File: src/rtl/nand_gate_unit.sv
// Pipelined WIDTH-bit logic unit. Every gate function is built from 2-input NAND
// instances, bit-sliced per lane, behind a 2-stage valid/ready pipeline.

module nand2 (
    input  logic a,
    input  logic b,
    output logic y
);
    assign y = ~(a & b);
endmodule

// One bit lane: all eight functions are formed from NANDs, and op picks one of them.
module nand_gate_slice (
    input  logic [2:0] op,
    input  logic       a,
    input  logic       b,
    output logic       y
);
    logic na, nb, nab, g_and, g_or, g_nor, x2, x3, g_xor, g_xnor, g_buf;
    logic [7:0] f;

    nand2 u_na   (.a(a),     .b(a),     .y(na));
    nand2 u_nb   (.a(b),     .b(b),     .y(nb));
    nand2 u_nab  (.a(a),     .b(b),     .y(nab));
    nand2 u_and  (.a(nab),   .b(nab),   .y(g_and));
    nand2 u_or   (.a(na),    .b(nb),    .y(g_or));
    nand2 u_nor  (.a(g_or),  .b(g_or),  .y(g_nor));
    nand2 u_x2   (.a(a),     .b(nab),   .y(x2));
    nand2 u_x3   (.a(b),     .b(nab),   .y(x3));
    nand2 u_xor  (.a(x2),    .b(x3),    .y(g_xor));
    nand2 u_xnor (.a(g_xor), .b(g_xor), .y(g_xnor));
    nand2 u_buf  (.a(na),    .b(na),    .y(g_buf));

    assign f = {g_buf, na, g_xnor, g_xor, g_nor, nab, g_or, g_and};
    assign y = f[op];
endmodule

module nand_gate_unit #(
    parameter int WIDTH   = 4,
    parameter int COUNT_W = 8
) (
    input  logic               clk,
    input  logic               rst,
    input  logic               in_valid,
    output logic               in_ready,
    input  logic [2:0]         in_op,
    input  logic [WIDTH-1:0]   in_a,
    input  logic [WIDTH-1:0]   in_b,
    output logic               out_valid,
    input  logic               out_ready,
    output logic [WIDTH-1:0]   out_data,
    output logic [2:0]         out_op,
    output logic [COUNT_W-1:0] op_count,
    input  logic               clr_count
);
    localparam logic [COUNT_W-1:0] CNT_MAX = '1;

    logic             s1_valid, s2_valid;
    logic [2:0]       s1_op;
    logic [WIDTH-1:0] s1_a, s1_b, net;
    logic             s2_ready, s1_load, s2_load, pop;

    // in_ready is combinational from out_ready so a full pipe can pop and push together.
    assign s2_ready  = !s2_valid || out_ready;
    assign in_ready  = !s1_valid || s2_ready;
    assign s1_load   = in_valid && in_ready;
    assign s2_load   = s1_valid && s2_ready;
    assign pop       = s2_valid && out_ready;
    assign out_valid = s2_valid;

    for (genvar i = 0; i < WIDTH; i++) begin : g_lane
        nand_gate_slice u_slice (.op(s1_op), .a(s1_a[i]), .b(s1_b[i]), .y(net[i]));
    end

    always_ff @(posedge clk) begin
        if (rst) begin
            s1_valid <= 1'b0;
            s1_op    <= '0;
            s1_a     <= '0;
            s1_b     <= '0;
        end else if (s1_load) begin
            s1_valid <= 1'b1;
            s1_op    <= in_op;
            s1_a     <= in_a;
            s1_b     <= in_b;
        end else if (s2_load) begin
            s1_valid <= 1'b0;
        end
    end

    // Output regs are zeroed once consumed so no stale result lingers.
    always_ff @(posedge clk) begin
        if (rst) begin
            s2_valid <= 1'b0;
            out_data <= '0;
            out_op   <= '0;
        end else if (s2_load) begin
            s2_valid <= 1'b1;
            out_data <= net;
            out_op   <= s1_op;
        end else if (pop) begin
            s2_valid <= 1'b0;
            out_data <= '0;
            out_op   <= '0;
        end
    end

    always_ff @(posedge clk) begin
        if (rst || clr_count)
            op_count <= '0;
        else if (pop && op_count != CNT_MAX)
            op_count <= op_count + 1'b1;
    end
endmodule
File: config.mk
export PLATFORM = sky130hd
export DESIGN_NAME = nand_gate_unit
export DESIGN_NICKNAME = d
export VERILOG_FILES = /design/src/rtl/nand_gate_unit.sv
export SDC_FILE = /design/constraint.sdc
export NUM_CORES = 1
export LEC_CHECK = 0
export ABC_AREA = 1
export BUFFER_PORTS_ARGS = -buffer_cell sky130_fd_sc_hd__buf_2
export CAP_MARGIN = 30
export CORE_UTILIZATION = 50
export DETAILED_ROUTE_END_ITERATION = 8
export PLACE_DENSITY_LB_ADDON = 0.12
export REMOVE_ABC_BUFFERS = 1
export SLEW_MARGIN = 20
export SYNTH_ARGS = -nofsm -noshare
export SYNTH_HDL_FRONTEND = slang
export SYNTH_SLANG_ARGS = --single-unit
File: constraint.sdc
create_clock -name clk -period 1.7 [get_ports clk]
set_clock_uncertainty 0.2 [all_clocks]
set_input_delay 0.51 -clock clk [delete_from_list [all_inputs] [get_ports clk]]
set_output_delay 0.51 -clock clk [all_outputs]
set_load 0.01 [all_outputs]
==> results.yml, run 1 <==
run_status:
  status: "finished with violations"
  violations: "setup timing"
worst_setup_path:
  end_kind: "output pin"
  crit_arrival_ns: 1.01
  worstPathMaxFanout: 2
  worstPathRequired_ns: 0.99
  worstSetupStartpointType: "flop"
  critical_path_class: "reg2out"
timing:
  rsz0062_at_grt: "true"
  setup_viol: 1
  hold_violations: 0
  timing.fmax_mhz: 582.1
  worstMarginPinSlew_ns: 0.3666
  final_max_slew_viol_count: 0
  slew_headroom_pct: 75.56
  tns_ns: -0.01779
  finalCritPeriodShare_pct: 101.0
  min_period_ns: 1.718
  layout_setup_ws_ns: -0.01779
power_and_ir_drop:
  seqPwrFrac_pct: 56.6
  p_leak_uw: 0.0009933
  switching_share_pct: 30.44
  power.internal_uw: 885.0
  p_sw_uw: 387.2
  ir_drop_mv: 0.6082
  p_comb_share_pct: 22.0
  pwr-share-clk_pct: 21.4
  powerDensity_mw_per_mm2: 619.6
global_route:
  antenna_found_initial: 0
  grt_max_degree: 24
  grt_pass1_wl_mm: 6.099
  grt.total_usage_pct: 21.85
  grt.overflow.total: 0
  grt_pass1_vias: 1338
clock_tree:
  clock-sinks: 28
  clock_path_buffers: 2
  cts_tree: "yes"
  cts_buffers: 3
  htreeDepth: 1
  path_clk_slew_ns: 0.14
  insertion_delay_ns: 0.33
  cts-root-buf: "clkbuf_4"
  cts_hold_buf: 0
flow_run:
  cap_violations: 0
final_layout:
  antenna_cells: 0
  nFillCells: 342
  fin_nets: 321
  final_cells: 332
  drive_above_1_share_pct: 26.57
  syn_to_final_growth_pct: 15.97
synthesis:
  yosysSeqAreaShare_pct: 31.66
  synth_compound_area_share_pct: 11.94
  ys_async_sr_fraction_pct: 0
  synthMuxAreaShare_pct: 0
  netlist_instances: 249
  synthSimpleGateAreaFrac_pct: 31.59
  synth_top_family_by_area: "simple AND/OR/NAND/NOR gates"
  synth_fa_ha_area_share_pct: 12.01
  avgSynthCellArea_um2: 7.110
  ys_ff_latch: 28
  synth_warnings: 0
  synth_xor_area_share_pct: 1.484
  synthDistinctLibCells: 25
  syn_area_mm2: 0.001770
  synth.area.top_cells: "dfxtp_1 (32%), nand2_1 (15%), ha_1 (12%)"
  synth_top_area_share_pct: 31.66
  synthFlopType: "dfxtp_1"
  yosysTopAreaCell: "dfxtp_1"
  synth_edf_count: 0
route:
  routed_wl_mm: 3.685
  ant_nets: 0
  vias: 1602
  drtIter0Drc: 108
  drt_pass1_iterations: 5
  vias_per_cell: 4.825
  avgRoutedWirePerCell_um: 11.10
  drc_errors: 0
placed_design:
  place_inst: 327
  io_buffers: 32
  dp_hpwl_mm: 2.679
  place_congestion: 0.7803
floorplanning:
  fp.coreArea_mm2: 0.003363
  fp.dieArea_mm2: 0.003783
  initial_utilization_pct: 52.64
  die_y_um: 61.51
  ios: 33
  placementRows: 21
  die_x_um: 61.51
worst_hold_path:
  min_path_type: "in2reg"
-- per-layer routing --
metal,share of wire [%],track usage [%],wire length [µm]
met5,0,0,0
met4,0.52,3.492,19
met3,4.5,4.622,166
met2,46,35.33,1709
met1,49,30.47,1789
-- repair_timing --
item	CTS	global route
setup buffers	2	0
endpoints found under the setup margin	1	8
resized for setup	2	10
-- cell type report --
class | instances | area, µm² | share of cell area [%]
sequential | 28 | 570.5 | 27.79
tap | 46 | 57.56 | 2.803
timing repair buffer | 42 | 254.0 | 12.37
clock buffer | 3 | 22.52 | 1.097
multi-input combinational | 176 | 1010 | 49.18
inverter | 37 | 138.9 | 6.764
-- worst paths after layout --
kind	startpoint	slack (ns)	endpoint	cells after the start
setup / recovery	out_valid	-0.02	in_ready	4
hold / removal	in_b[0]	0.25	s1_b[0]	3
setup reg to reg	s1_b[1]	0.17	out_data[1]	8
hold reg to reg	out_op[0]	0.28	out_op[0]	2
-- cells in the final DEF (no fill, tap or decap) --
master,instances
nand2_1,72
inv_1,30
buf_2,29
nand3_1,27
dfxtp_1,20
nor2_1,18
ha_1,17
a21oi_1,15
buf_4,10
a211oi_2,8
dfxtp_2,8
inv_2,7
a211oi_1,3
nand4_1,3
clkbuf_4,3
buf_6,3
nor2_2,2
nand2_4,2
xor2_1,2
nor2_4,1
nand2_2,1
nand3_2,1
o21ai_1,1
a21oi_2,1
nor3_1,1
xnor2_1,1
-- power groups by stage --
stage	logic, µW	clock network (µW)	registers, µW
global placement	269	0	733
global route	323	311	725
CTS	280	283	719
detailed placement	273	0	733
floorplan	175	0	736
finish	280	273	720
-- logic make-up (layout without fill, tap and decap cells) --
logic type,after synthesis,in the layout
adder cells (fa/ha/maj),17,17
buffers and inverters,45,82
AO/OA/AOI/OAI,28,28
XOR/XNOR,3,3
flip-flops,28,28
AND/OR/NAND/NOR,128,128
-- stage by stage --
step           setup slack, ns  area [µm²]  utilization [%]  hold slack (ns)  total power, µW
3_5_place_dp           0.01379        1987            59.08           0.2593             1007
4_1_cts               -0.01296        2032            60.42           0.2384             1282
3_3_place_gp           0.02117        1987            59.08           0.2537             1002
6_report              -0.01779        2053            61.05           0.2453             1272
2_1_floorplan           0.2022        1709                -           0.2771            911.2
5_1_grt               -0.09033        2053            61.05           0.2288             1359
-- cell usage after synthesis, types with 2 or more instances --
library cell,number
buf_4,2
nand4_1,3
nand2_4,2
a211oi_2,8
xor2_1,2
nand2_1,72
ha_1,17
nand3_1,27
buf_6,3
a211oi_1,3
a21oi_1,15
dfxtp_1,28
nor2_2,2
inv_2,7
clkbuf_1,2
nor2_1,18
inv_1,30
-- registers in the layout, indices dropped and copies added (netlist names) --
| signal | count |
|---|---|
| op_count | 8 |
| out_data | 4 |
| out_op | 3 |
| out_valid | 1 |
| s1_a | 4 |
| s1_b | 4 |
| s1_op | 3 |
| s1_valid | 1 |
-- critical path, stage by stage, from the launching register on --
cell and delay [ns]:
dfxtp_2 0.36, inv_2 0.05, nor2_4 0.09, nand2_2 0.07
buf_6 0.12
(Power assumes the default switching activity.)
==> run 2: changes to the inputs <==
--- a/config.mk
+++ b/config.mk
@@ -12,6 +12,7 @@
 export DETAILED_ROUTE_END_ITERATION = 8
 export PLACE_DENSITY_LB_ADDON = 0.12
 export REMOVE_ABC_BUFFERS = 1
+export SETUP_SLACK_MARGIN = 0.1
 export SLEW_MARGIN = 20
 export SYNTH_ARGS = -nofsm -noshare
 export SYNTH_HDL_FRONTEND = slang
==> run 2 against run 1 <==
  * The run still ends with setup timing left
  * Setup slack barely moved
  * Maximum frequency barely moved
  * Register-to-register slack gained 0.02 ns
  * Clock power is essentially flat
  * Final cell count rose by 3.3%
  * Non-clock buffer count increased by 11
  * First-iteration DRC count decreased by 45%
  * Critical endpoint unchanged
==> results.yml, run 2 (synthesis gave the netlist of run 1 again) <==
clock_tree:
  path_clk_slew_ns: 0.15
  cts-root-buf: "clkbuf_4"
  insertion_delay_ns: 0.33
  cts_tree: "yes"
  clock-sinks: 28
  htreeDepth: 1
  cts_buffers: 3
  clock_path_buffers: 2
floorplanning:
  initial_utilization_pct: 52.64
  die_x_um: 61.51
  ios: 33
  placementRows: 21
  fp.dieArea_mm2: 0.003783
  die_y_um: 61.51
  fp.coreArea_mm2: 0.003363
timing:
  final_max_slew_viol_count: 0
  setup_viol: 1
  rsz0062_at_grt: "true"
  slew_headroom_pct: 74.34
  finalCritPeriodShare_pct: 101.1
  worstMarginPinSlew_ns: 0.3849
  timing.fmax_mhz: 582.0
  layout_setup_ws_ns: -0.01824
  hold_violations: 0
  min_period_ns: 1.718
placed_design:
  io_buffers: 32
  place_inst: 327
  place_congestion: 0.7803
  dp_hpwl_mm: 2.679
final_layout:
  final_cells: 343
  largest_reg_flops: 8
  multiInputGateArea_mm2: 0.001042
  final_cell_mix: "nand2_1 (71), inv_1 (30), nand3_1 (27)"
  regArea_um2: 596.8
  regMostFlops: "op_count"
  final_common_cell: "nand2_1"
  drive_above_1_share_pct: 34.01
  syn_to_final_growth_pct: 26.43
  antenna_cells: 0
  fin_util_pct: 66.56
  nFillCells: 318
  fin_nets: 332
worst_setup_path:
  slowest_delay_ns: 0.36
  reg2reg_depth: 9
  worstPathRequired_ns: 0.99
  worstSetupStartpointType: "flop"
  rr_endpoint: "op_count[1]"
  path_cells: "inv_2 -> nor2_4 -> nand2_2 -> buf_6"
  cp_slowest_cell: "dfxtp_2"
  critical_path_class: "reg2out"
  r2r_setup_slack_ns: 0.19
  worstPathMaxFanout: 2
  cp.buffers_inverters: 2
  cp_top_family: "flip-flops"
  end_kind: "output pin"
  worst_r2r_startpoint: "op_count[0]"
  crit_arrival_ns: 1.01
run_status:
  status: "finished with violations"
  violations: "setup timing"
route:
  vias: 1664
  drtIter0Drc: 59
  vias_per_cell: 4.851
  ant_nets: 0
  drc_errors: 0
  drt_pass1_iterations: 4
  avgRoutedWirePerCell_um: 11.39
  routed_wl_mm: 3.908
global_route:
  grt_max_degree: 24
  grt.total_usage_pct: 22.15
  grt_pass1_wl_mm: 6.196
  grt.overflow.total: 0
  grt_pass1_vias: 1356
  antenna_found_initial: 0
worst_hold_path:
  hold_depth: 3
  hold_path_end: "s1_a[2]"
  min_from: "in_a[2]"
  min_path_type: "in2reg"
power_and_ir_drop:
  p_leak_uw: 0.001059
  ir_drop_mv: 0.6040
  powerDensity_mw_per_mm2: 573.4
flow_run:
  cap_violations: 0
[run 2: cell count changes in the layout (fill, tap and decap cells not counted), moves of 3 or more]
cell,previous run,this run
buf_2,29,24
buf_6,3,10
buf_4,10,19
dfxtp_2,8,11
dfxtp_1,20,11
dfxtp_4,0,6
[run 2: power by group]
part / internal (µW) / leakage (µW) / switching [µW] / total (µW)
Clock: 83.1 / 0.0000138 / 189 / 272
Combinational: 126 / 0.000807 / 174 / 301
Sequential: 682 / 0.000238 / 28.8 / 710
Total: 891 / 0.00106 / 392 / 1280
[run 2: worst max path at each step]
stage | cells after the start | slack, ns | from | endpoint
floorplan | 8 | 0.20 | op_count[1] | op_count[1]
global placement | 4 | 0.02 | out_ready | in_ready
detailed placement | 4 | 0.01 | out_ready | in_ready
CTS | 4 | -0.01 | out_valid | in_ready
global route | 4 | -0.09 | out_valid | in_ready
finish | 4 | -0.02 | out_valid | in_ready
[run 2: worst reg2reg max path: cells and delay by family (launching register included)]
family / cells / cell delay [ns]
buf+inv: 3 / 0.35
simple gates: 4 / 0.26
flops: 1 / 0.35
fa+ha+maj: 1 / 0.17
compound gates: 1 / 0.10
[run 2: through the flow]
stage	TNS [ns]	worst slack (ns)	hold slack, ns	instance area [µm²]	power [µW]
after floorplan	0	0.2022	0.2771	1709	911.2
after global placement	0	0.02117	0.2537	1987	1002
after detailed placement	0	0.01379	0.2593	1987	1007
after CTS	-0.01296	-0.01296	0.2384	2098	1287
after global routing	-0.08562	-0.08562	0.2288	2238	1371
final	-0.01824	-0.01824	0.2427	2238	1283
[run 2: routing by layer]
metal	track usage, %	vias to the layer above	routed length [µm]
met4	2.857	0	19
met5	0	-	0
met2	36.87	30	1933
li1	-	885	-
met1	30.47	747	1821
met3	4.412	2	134
[run 2: area by class of cell]
class                   instances  area share (%)
multi-input cells             176           46.56
flip-flops and latches         28           26.66
repair buffers                 53           16.77
inverters                      37           6.428
well taps                      46           2.571
clock buffers                   3           1.006
[run 2: what timing repair did]
action	4_1_cts	5_1_grt
resized for setup	17	25
endpoints found under the setup margin	9	23
hold buffers	0	0
setup buffers	5	8
gates cloned	0	0
pin swaps	1	2
endpoints found under the hold margin	0	0
==> run 3: changes to the inputs <==
--- a/config.mk
+++ b/config.mk
@@ -5,10 +5,12 @@
 export SDC_FILE = /design/constraint.sdc
 export NUM_CORES = 1
 export LEC_CHECK = 0
-export ABC_AREA = 1
+export ABC_AREA = 0
 export BUFFER_PORTS_ARGS = -buffer_cell sky130_fd_sc_hd__buf_2
 export CAP_MARGIN = 30
-export CORE_UTILIZATION = 50
+export CELL_PAD_IN_SITES_DETAIL_PLACEMENT = 0
+export CELL_PAD_IN_SITES_GLOBAL_PLACEMENT = 1
+export CORE_UTILIZATION = 39
 export DETAILED_ROUTE_END_ITERATION = 8
 export PLACE_DENSITY_LB_ADDON = 0.12
 export REMOVE_ABC_BUFFERS = 1
==> run 3 against run 2 <==
  * The run now ends clean
  * Maximum frequency up 3.3%
  * Clock power grew 55%
  * Non-clock buffer count increased by 18
  * Largest power group unchanged
==> results.yml, run 3 <==
final_layout:
  regMostFlops: "op_count"
  stdcell_area_mm2: 0.002288
  fin_nets: 297
  drive_above_1_share_pct: 42.59
  final_common_cell: "buf_4"
  syn_to_final_growth_pct: 42.89
  antenna_cells: 0
  final_cell_mix: "buf_4 (34), buf_2 (30), nand2_1 (21)"
  largest_reg_flops: 8
worst_setup_path:
  crit_arrival_ns: 0.95
  critical_path_class: "in2out"
  worstSetupStartpointType: "input port"
  end_kind: "output pin"
  cp_top_family: "buffers and inverters"
  worstPathRequired_ns: 0.99
  slowest_delay_ns: 0.18
  worst_r2r_startpoint: "s1_a[2]"
  crit_start: "out_ready"
  cp_slowest_cell: "nand3b_1"
  worstPathMaxFanout: 2
  cp.buffers_inverters: 2
  path_cells: "buf_8 -> nand3b_1 -> buf_2"
synthesis:
  synthFlopType: "dfxtp_1"
  ys_ff_latch: 28
  synthDistinctLibCells: 34
  synth_commonest_cells: "dfxtp_1 (28), nand2_1 (21), a21oi_1 (20)"
  synth_warnings: 0
  yosysTopAreaCell: "dfxtp_1"
  syn_area_mm2: 0.001602
  synth_most_common_cell: "dfxtp_1"
  netlist_instances: 200
  synth_top_area_share_pct: 35.00
  avgSynthCellArea_um2: 8.008
  ys_async_sr_fraction_pct: 0
  yosysSeqAreaShare_pct: 35.00
  synth.area.top_cells: "dfxtp_1 (35%), ha_1 (13%), a21oi_1 (6.3%)"
  synth_edf_count: 0
timing:
  worstMarginPinSlew_ns: 0.3119
  rsz0062_at_grt: "true"
  holdWs_ns: 0.2625
  final_max_slew_viol_count: 0
  timing.fmax_mhz: 601.1
  finalCritPeriodShare_pct: 97.85
  hold_violations: 0
  min_period_ns: 1.664
  slew_headroom_pct: 79.12
  setup_viol: 0
clock_tree:
  insertion_delay_ns: 0.28
  htreeDepth: 1
  cts_tree: "yes"
  clock-sinks: 28
  cts-root-buf: "clkbuf_8"
  cts_hold_buf: 0
  cts_buffers: 3
  clock_path_buffers: 2
  path_clk_slew_ns: 0.10
floorplanning:
  placementRows: 22
  fp.dieArea_mm2: 0.004367
  fp.coreArea_mm2: 0.003799
  initial_utilization_pct: 42.16
  ios: 33
  die_x_um: 66.08
  die_y_um: 66.08
placed_design:
  dpl-instance-area_mm2: 0.001956
  dp_hpwl_mm: 3.023
  place_congestion: 0.8273
  io_buffers: 32
run_status:
  status: "complete, no violations"
global_route:
  grt_pass1_wl_mm: 7.079
  grt.overflow.total: 0
  grt.total_usage_pct: 21.47
  grt_pass1_vias: 1559
  antenna_found_initial: 0
  grt_max_degree: 17
route:
  drtIter0Drc: 61
  vias_per_cell: 5.244
  drt_pass1_iterations: 4
  routed_wl_mm: 4.300
  ant_nets: 0
  avgRoutedWirePerCell_um: 13.83
  drc_errors: 0
  vias: 1631
power_and_ir_drop:
  ir_drop_mv: 0.4786
  finalPower_uw: 1394
  p_leak_uw: 0.001009
  powerDensity_mw_per_mm2: 609.0
worst_hold_path:
  min_path_type: "in2reg"
  min_from: "in_op[0]"
flow_run:
  cap_violations: 0
==> run 3: power by group <==
| part | total, µW | leakage (µW) | internal [µW] | switching (µW) |
|---|---|---|---|---|
| clock | 421 | 0.0000288 | 208 | 213 |
| combinational | 274 | 0.000742 | 142 | 131 |
| sequential | 699 | 0.000238 | 675 | 24.4 |
| total | 1390 | 0.00101 | 1020 | 369 |
==> run 3: path summary, 6_finish.rpt <==
path / to / slack (ns) / cells past startpoint
max: in_ready / 0.04 / 3
min reg2reg: s1_a[1] / 0.28 / 2
max reg2reg: out_data[2] / 0.05 / 6
min: s1_op[0] / 0.26 / 3
==> run 3: area by class of cell <==
class / instances / area [µm²]
Clock buffer: 4 / 55.05
Fill cell: 369 / 1510
Inverter: 14 / 52.55
Multi-Input combinational cell: 146 / 1025
Sequential cell: 28 / 599.3
Tap cell: 48 / 60.06
Timing Repair Buffer: 71 / 496.7
==> run 3: metrics by stage <==
stage                     setup TNS [ns]  setup WS [ns]  std cells  util (%)
final                                  0        0.03648        311     60.24
after global routing            -0.01534       -0.01534        311     60.24
after CTS                              0        0.05162        300     55.43
after detailed placement         -0.5495        -0.1114        291     51.48
after global placement           -0.2031       -0.05403        291     51.48
after floorplan                  -0.3828       -0.04497        188         -
==> run 3: what timing repair did <==
item	CTS	global route
resized for setup	23	32
setup buffers	5	11
pin swaps	8	21
endpoints found under the setup margin	12	14
==> run 3: cells by family after synthesis <==
family | count (synthesis) | share of synthesized area (%)
AO/OA/AOI/OAI | 46 | 17.81
XOR/XNOR | 4 | 2.188
adder cells (fa/ha/maj) | 17 | 13.28
buffers and inverters | 26 | 6.484
flip-flops | 28 | 35.00
multiplexers | 5 | 3.125
AND/OR/NAND/NOR | 74 | 22.11
==> run 3: layer usage <==
metal  vias up  wire [µm]  global-route usage [%]
met5         -          0                       0
met2        39       2038                   35.46
met3         8        191                   4.828
met4         0         60                   7.447
met1       756       2010                   27.26
li1        828          -                       -
==> run 3: worst reg2reg max path: cells and delay by family, from the launching register on <==
kind | cells | cell delay, ns
AO/OA/AOI/OAI | 3 | 0.49
flip-flops | 1 | 0.34
AND/OR/NAND/NOR | 1 | 0.25
adder cells (fa/ha/maj) | 1 | 0.22
buffers and inverters | 1 | 0.05
